<file path="src/rtl/keypad_scan_debounce.sv">
// Matrix keypad scanner: drives one row low at a time, debounces whole scan
// frames and reports key press/release events through a one-entry valid/ready register.
module keypad_scan_debounce #(
  parameter int ROWS           = 4,
  parameter int COLS           = 4,
  parameter int DEBOUNCE       = 3,
  parameter int CODE_W         = 4,
  parameter int REPORT_RELEASE = 0
) (
  input  logic                 clk_5000hz,
  input  logic                 rst_n,
  input  logic [COLS-1:0]      col,
  output logic [ROWS-1:0]      row,
  output logic [ROWS*COLS-1:0] key_state,
  output logic                 key_valid,
  input  logic                 key_ready,
  output logic [CODE_W-1:0]    key_code,
  output logic                 key_release,
  output logic                 key_multi,
  output logic                 overflow,
  input  logic                 ovf_clr
);

  // state     | meaning
  // PH_SETTLE | drive row[row_idx] low, give the columns a cycle to settle
  // PH_SAMPLE | capture col into raw, advance row_idx; last row closes the frame
  typedef enum logic {PH_SETTLE = 1'b0, PH_SAMPLE = 1'b1} phase_t;

  localparam int              N        = ROWS * COLS;
  localparam int              RW       = $clog2(ROWS);
  localparam logic [RW-1:0]   LAST_ROW = RW'(ROWS - 1);
  localparam logic [3:0]      DEB      = 4'(DEBOUNCE);

  phase_t              phase;
  logic [RW-1:0]       row_idx;
  logic [N-1:0]        raw;
  logic [N-1:0]        prev_frame;
  logic [N-1:0]        frame;
  logic [N-1:0]        ks_old;
  logic [3:0]          stable_cnt;
  logic [3:0]          cnt_next;
  logic                evt_pend;

  logic [N-1:0]        press_set;
  logic [N-1:0]        rel_set;
  logic [N-1:0]        cand_set;
  logic                cand_any;
  logic                cand_rel;
  logic                cand_multi;
  logic [CODE_W-1:0]   cand_code;
  logic                accept;

  // The frame includes the columns being captured on the closing edge.
  always_comb begin
    frame = raw;
    frame[(ROWS-1)*COLS +: COLS] = col;
  end

  always_comb begin
    cnt_next = stable_cnt;
    if (frame != prev_frame)
      cnt_next = 4'd1;
    else if (stable_cnt != DEB)
      cnt_next = stable_cnt + 4'd1;
  end

  always_ff @(posedge clk_5000hz or negedge rst_n) begin
    if (!rst_n) begin
      phase      <= PH_SETTLE;
      row        <= '1;
      row_idx    <= '0;
      raw        <= '1;
      prev_frame <= '1;
      stable_cnt <= '0;
      key_state  <= '1;
      ks_old     <= '1;
      evt_pend   <= 1'b0;
    end else begin
      evt_pend <= 1'b0;
      case (phase)
        PH_SETTLE: begin
          row   <= ~(ROWS'(1) << row_idx);
          phase <= PH_SAMPLE;
        end
        PH_SAMPLE: begin
          raw[row_idx*COLS +: COLS] <= col;
          phase <= PH_SETTLE;
          if (row_idx == LAST_ROW) begin
            row_idx    <= '0;
            stable_cnt <= cnt_next;
            prev_frame <= frame;
            if (cnt_next == DEB) begin
              key_state <= frame;
              ks_old    <= key_state;
              evt_pend  <= 1'b1;
            end
          end else begin
            row_idx <= row_idx + RW'(1);
          end
        end
        default: phase <= PH_SETTLE;
      endcase
    end
  end

  // Presses take priority; releases only count when they are reported at all.
  always_comb begin
    press_set = ks_old & ~key_state;
    rel_set   = '0;
    if (REPORT_RELEASE != 0)
      rel_set = ~ks_old & key_state;
    cand_set   = (press_set != '0) ? press_set : rel_set;
    cand_rel   = (press_set == '0);
    cand_any   = evt_pend && (cand_set != '0);
    cand_multi = (cand_set & (cand_set - N'(1))) != '0;
    cand_code  = '0;
    for (int i = N - 1; i >= 0; i--)
      if (cand_set[i]) cand_code = CODE_W'(i);
  end

  assign accept = key_valid & key_ready;

  always_ff @(posedge clk_5000hz or negedge rst_n) begin
    if (!rst_n) begin
      key_valid   <= 1'b0;
      key_code    <= '0;
      key_release <= 1'b0;
      key_multi   <= 1'b0;
      overflow    <= 1'b0;
    end else begin
      if (cand_any) begin
        if (!key_valid || accept) begin
          key_valid   <= 1'b1;
          key_code    <= cand_code;
          key_release <= cand_rel;
          key_multi   <= cand_multi;
        end
      end else if (accept) begin
        key_valid <= 1'b0;
      end
      if (ovf_clr)
        overflow <= 1'b0;
      if (cand_any && key_valid && !key_ready)
        overflow <= 1'b1;
    end
  end

endmodule

</file>
<file path="config.mk">
export PLATFORM = sky130hd
export DESIGN_NAME = keypad_scan_debounce
export DESIGN_NICKNAME = d
export VERILOG_FILES = /design/src/rtl/keypad_scan_debounce.sv
export SDC_FILE = /design/constraint.sdc
export NUM_CORES = 1
export LEC_CHECK = 0
export CAP_MARGIN = 20
export CORE_MARGIN = 1
export CORE_UTILIZATION = 45
export CTS_BUF_LIST = sky130_fd_sc_hd__clkbuf_4
export DETAILED_ROUTE_END_ITERATION = 6
export GPL_TIMING_DRIVEN = 1
export PLACE_DENSITY = 0.65
export SYNTH_ARGS = -nofsm -noshare
export SYNTH_HDL_FRONTEND = slang
export SYNTH_SLANG_ARGS = --single-unit
</file>
<file path="constraint.sdc">
create_clock -name clk_5000hz -period 5.88 [get_ports clk_5000hz]
set_input_delay 1.176 -clock clk_5000hz [delete_from_list [all_inputs] [get_ports clk_5000hz]]
set_output_delay 1.176 -clock clk_5000hz [all_outputs]
set_load 0.02 [all_outputs]
</file>
* After elaboration in Yosys (flattened, before gate mapping)
Index checks and enable logic that the tools add are counted.
** Word-level totals
- Input bits :: 8
- Bits in writable memories :: 0
- Memories :: 0
- Memory bits (read-only) :: 0
- Latch bits :: 0
- Register bits after elaboration :: 84
** Operators by class
- Order comparisons :: 0
- Equality and inequality tests :: 5
- Reduce and logical (&&, ||, !) cells :: 16
- Add/subtract/negate cells :: 4
- Bitwise logic cells :: 6
- Mux-type cells :: 30
- Multipliers :: 0
- Shift-type cells :: 3
- Div/mod/pow operators :: 0
** Operators with widths (count)
- two-way mux 4 bit :: 18
- nonzero test 16 bit :: 3
- negation 4 -> 34 bit :: 1
- variable shift 4 x 34 -> 16 bit (first input constant) :: 1
- variable part select 4 x 34 -> 16 bit :: 1
- AND 16 bit :: 2
- bitwise mux 16 bit :: 1
- zero test 16 bit :: 1
- two-way mux 16 bit :: 1
- inequality test 16 bit :: 1
- NOT 16 bit :: 1
- subtractor 16 x 1 -> 16 bit (second input constant) :: 1
- two-way mux 1 bit :: 8
- AND reduction 2 bit :: 3
- adder 4 x 1 -> 4 bit (second input constant) :: 1
- == test 4 x 2 -> 1 bit (second input constant) :: 1
- inequality test 4 x 2 -> 1 bit (second input constant) :: 1
- NOT 4 bit :: 1
- nonzero test 2 bit :: 2
- left shift 1 x 2 -> 4 bit (first input constant) :: 1
- logical AND 1 bit :: 3
- AND reduction 3 bit :: 1
- adder 2 x 1 -> 2 bit (second input constant) :: 1
- == test 2 bit (second input constant) :: 1
- other kinds (7) :: 8

* Depth between registers and ports, before layout
- Depth after elaboration :: 20
- Gate-level depth with buffers :: 7
- Mapped depth without buffers :: 7

* Least setup slack after synthesis
No wires, ideal clock.
- Path type :: input port to flip-flop
- Start point :: input col[1]
- End point :: register stable_cnt[0]
- Setup time :: 129 ps
- Arrival :: 2542 ps
- Buffers on the path :: 1
- Data required time :: 5751 ps
- Stages on the path :: 7
- Slack :: 3209 ps
- Cell sequence :: xor2_1 > nor4_1 > nand2_1 > or4_1 > clkbuf_1 > o21ai_0 > o21ai_0
** Between the ends
- Cells in the longest elaborated chain, start to end :: 2
** RTL lines
- start: declaration :: RTL line 12 : input logic [COLS-1:0] col,
- inequality test 16 bit :: RTL line 61 : if (frame != prev_frame)
- two-way mux 4 bit :: RTL line 61
- end signal: assignment :: RTL line 90 : stable_cnt <= cnt_next;
- end: declaration :: RTL line 40 : logic [3:0] stable_cnt;
Every way passes these cells.
A chain may end at the register's enable or synchronous reset.

* Worst setup path in the final report
- Start point :: input col[1]
- End point :: register ks_old[7]
** Between the ends
- Cells in the longest elaborated chain, start to end :: 4
** RTL lines
- inequality test 16 bit :: RTL line 61
- two-way mux 4 bit :: RTL line 61
- == test 4 x 2 -> 1 bit :: RTL line 92 : if (cnt_next == DEB) begin
- AND reduction 3 bit (no source line)
- end signal: assignment :: RTL line 94 : ks_old <= key_state;
- end: declaration :: RTL line 39 : logic [N-1:0] ks_old;
Every way passes these cells.

==> impl_metrics.tcl <==
set metrics [dict create \
    status "finished, final reports clean" \
    fin_skew_ns 0.0195 \
    min_period_ns 3.38 \
    routedWlPerCell_um 15.6 \
    synth.top_cell.area_share_pct 43.4 \
    p_leak_uw 0.00190 \
    num_antenna_cells 0 \
    min_from "key_code[2]" \
    synth.net_count 340 \
    place_ws_ns 2.02 \
    seq_area_frac_synth_pct 53.7 \
    crit_start "col[1]" \
    multi_input_area_mm2 0.00171 \
    grt.overflow.total 0 \
    drive_above_1_share_pct 35.9 \
    synthXorXnorAreaFrac_pct 3.84 \
    switching_share_pct 22.0 \
    firstDrtPassIters 4 \
    p_int_uw 767 \
    synth_commonest_cells "dfstp_2, nand2_1, mux2_2" \
    critPathArrivalTime_ns 3.73 \
    hold_buffers 0 \
    hpwl_um 5280 \
    dieArea_mm2 0.00899 \
    tightest_slew_ns 0.800 \
    ff_latch_area_mm2 0.00208 \
    peakVddDrop_mv 0.0942 \
    num_io_pins 36 \
    synthToLayoutAreaGrowth_pct 15.5 \
    criticalPathCategory "in2reg" \
    root_buffer "clkbuf_4" \
    final_area_mm2 0.00448 \
    grt_pass1_vias 2428 \
    met2_usage_pct 28.0 \
    cts_inserted_buffers 9 \
    critPathLaunchType "input pin" \
    top_usage_layer "met2" \
    synth_top_family_by_area "multiplexers" \
    htreeDepth 3 \
    synthFlopType "dfstp_2" \
    placementRows 33 \
    core-area_mm2 0.00826 \
    r2r_setup_slack_ns 3.34 \
    met1_usage_pct 24.1 \
    synth_edf_count 0 \
    fmax_mhz 296 \
    r2r-start "raw[11]" \
    clkPwrFrac_pct 37.0 \
    first_iter_violations 123 \
    synth_area_leader_cell "dfstp_2" \
    num_vias 2556 \
    combPwrFrac_pct 4.1 \
    ys_ff_latch 80 \
    port_buffers 35 \
    grt_pass1_wl_um 12100 \
    clkTransAtPathRegs_ns 0.12 \
    gp_congestion 0.813 \
    cts.sinks 80 \
    critPathRequiredTime_ns 6.23 \
    worstSetupEndpointType "flop" \
    relSlewSlack_pct 46.5 \
    path_cells "clkdlybuf4s50_1, xor2_1, nor4_1, nand2_1, nor4_2, nand2_2, mux2_4" \
    post-cts-setup-buffers 0 \
    fp.dieW_um 94.8 \
    cts.path.max_buffers 2 \
    ant_nets 0 \
    grt_max_degree 81 \
    synthDistinctLibCells 47 \
    synth.avg_cell_area_um2 11.9 \
    clock_latency_ns 0.43 \
    timing.final.ws_setup_ns 2.50 \
    drc 0 \
    setup_viol 0 \
    finalCritPeriodShare_pct 57.4 \
    drv_cap 0 \
    p_switching_uw 217 \
    track_usage_pct 18.1 \
    fp.dieH_um 94.8 \
    antenna_found_initial 0 \
    maxSlewViolCount 0 \
    nFillCells 747 \
    critical-path-max-stage-delay_ns 0.56 \
    rsz0062_at_grt "no" \
    placed_area_mm2 0.00429 \
    grt_use_met3_pct 2.98 \
    hp-class "reg2reg" \
    hold_ws_ns 0.489 \
    post-synth-top-count-cell "dfstp_2" \
    setup_tns_ns 0 \
    synth_area_mm2 0.00387 \
    synthMuxAreaShare_pct 14.7 \
    seq_power_share_pct 58.9 \
    start_util_pct 46.9 \
    finalNetCount 379 \
    netlist_instances 326 \
    crit_fanout 32 \
    cts_tree "yes" \
    synth-simple-area-share_pct 14.4 \
    routed_via_density 5.38 \
    finalWirelength_um 7400 \
    ys.warnings.count 0 \
    async_flop_share_pct 100 \
    power_density_mw_per_mm2 220 \
    synth_fa_ha_area_share_pct 2.20 \
    postCtsResizedCells 0 \
    hold_viol 0 \
    synth_top_cells_by_area "dfstp_2, mux2_2, dfrtp_1" \
    synth-compound-area-share_pct 9.07 \
    critPathSlowestCell "clkdlybuf4s50_1" \
]
cells by family (layout without fill, tap and decap cells):
group	Yosys count	in the layout
DFF	80	80
AOI/OAI and AO/OA	52	52
buffers and inverters	13	57
adders and majority gates	7	7
and+or+nand+nor	109	109
xor gates and xnor gates	17	17
muxes	48	48
critical path, delay by kind of cell:
family | cells | cell delay, ns
AND/OR/NAND/NOR | 4 | 1.32
buffers and inverters | 1 | 0.56
multiplexers | 1 | 0.47
XOR/XNOR | 1 | 0.21
path summary, 6_finish.rpt:
kind	depth (start not counted)	to
max	7	ks_old[7]
min	1	key_code[2]
max reg2reg	6	ks_old[7]
min reg2reg	1	key_code[2]
max in group asynchronous	2	raw[4]
min in group asynchronous	1	key_code[0]
placed cells by master, fill, tap and decap left out, types with 9 or more instances in the layout:
cell type | netlist | routed
nor2b_1 | 12 | 12
o21ai_0 | 22 | 22
clkdlybuf4s50_1 | 0 | 34
nand2_1 | 42 | 42
xnor2_1 | 9 | 9
clkbuf_4 | 0 | 11
mux2_2 | 40 | 40
dfrtp_1 | 16 | 16
dfstp_2 | 64 | 64
nand3_1 | 12 | 12
nand2b_1 | 15 | 15
state kept, by name, indices dropped and copies added, names as in the netlist, 2 cells and up:
register,cells
key_code,4
key_state,16
ks_old,16
prev_frame,16
raw,12
row,4
row_idx,2
stable_cnt,4
per-stage QoR:
stage	util [%]	std cells	power, uW
2_1_floorplan	-	326	602
3_3_place_gp	52.0	458	626
3_5_place_dp	52.0	458	627
4_1_cts	53.9	474	994
5_1_grt	54.2	475	1030
6_report	54.2	475	983
area by class of cell:
class / instances / share of cell area, %
Timing Repair Buffer: 36 / 8.38
Inverter: 5 / 0.419
Sequential cell: 80 / 46.5
Clock inverter: 5 / 1.62
Tap cell: 105 / 2.93
Multi-Input combinational cell: 233 / 38.3
Clock buffer: 11 / 1.84
power groups by stage:
stage / sequential [uW] / combinational, uW / clock (uW)
finish: 579 / 40.1 / 364
global placement: 587 / 38.4 / 0
global route: 581 / 45.6 / 401
detailed placement: 588 / 39.2 / 0
CTS: 579 / 39.3 / 375
floorplan: 585 / 17.6 / 0
routing by layer:
| layer | up-vias | part of all wire, % |
|---|---|---|
| met4 | 0 | 2.7 |
| li1 | 1235 | - |
| met3 | 15 | 3.2 |
| met2 | 54 | 48 |
| met5 | - | 0 |
| met1 | 1252 | 46 |
No activity file was read; power rests on OpenSTA's default activity.
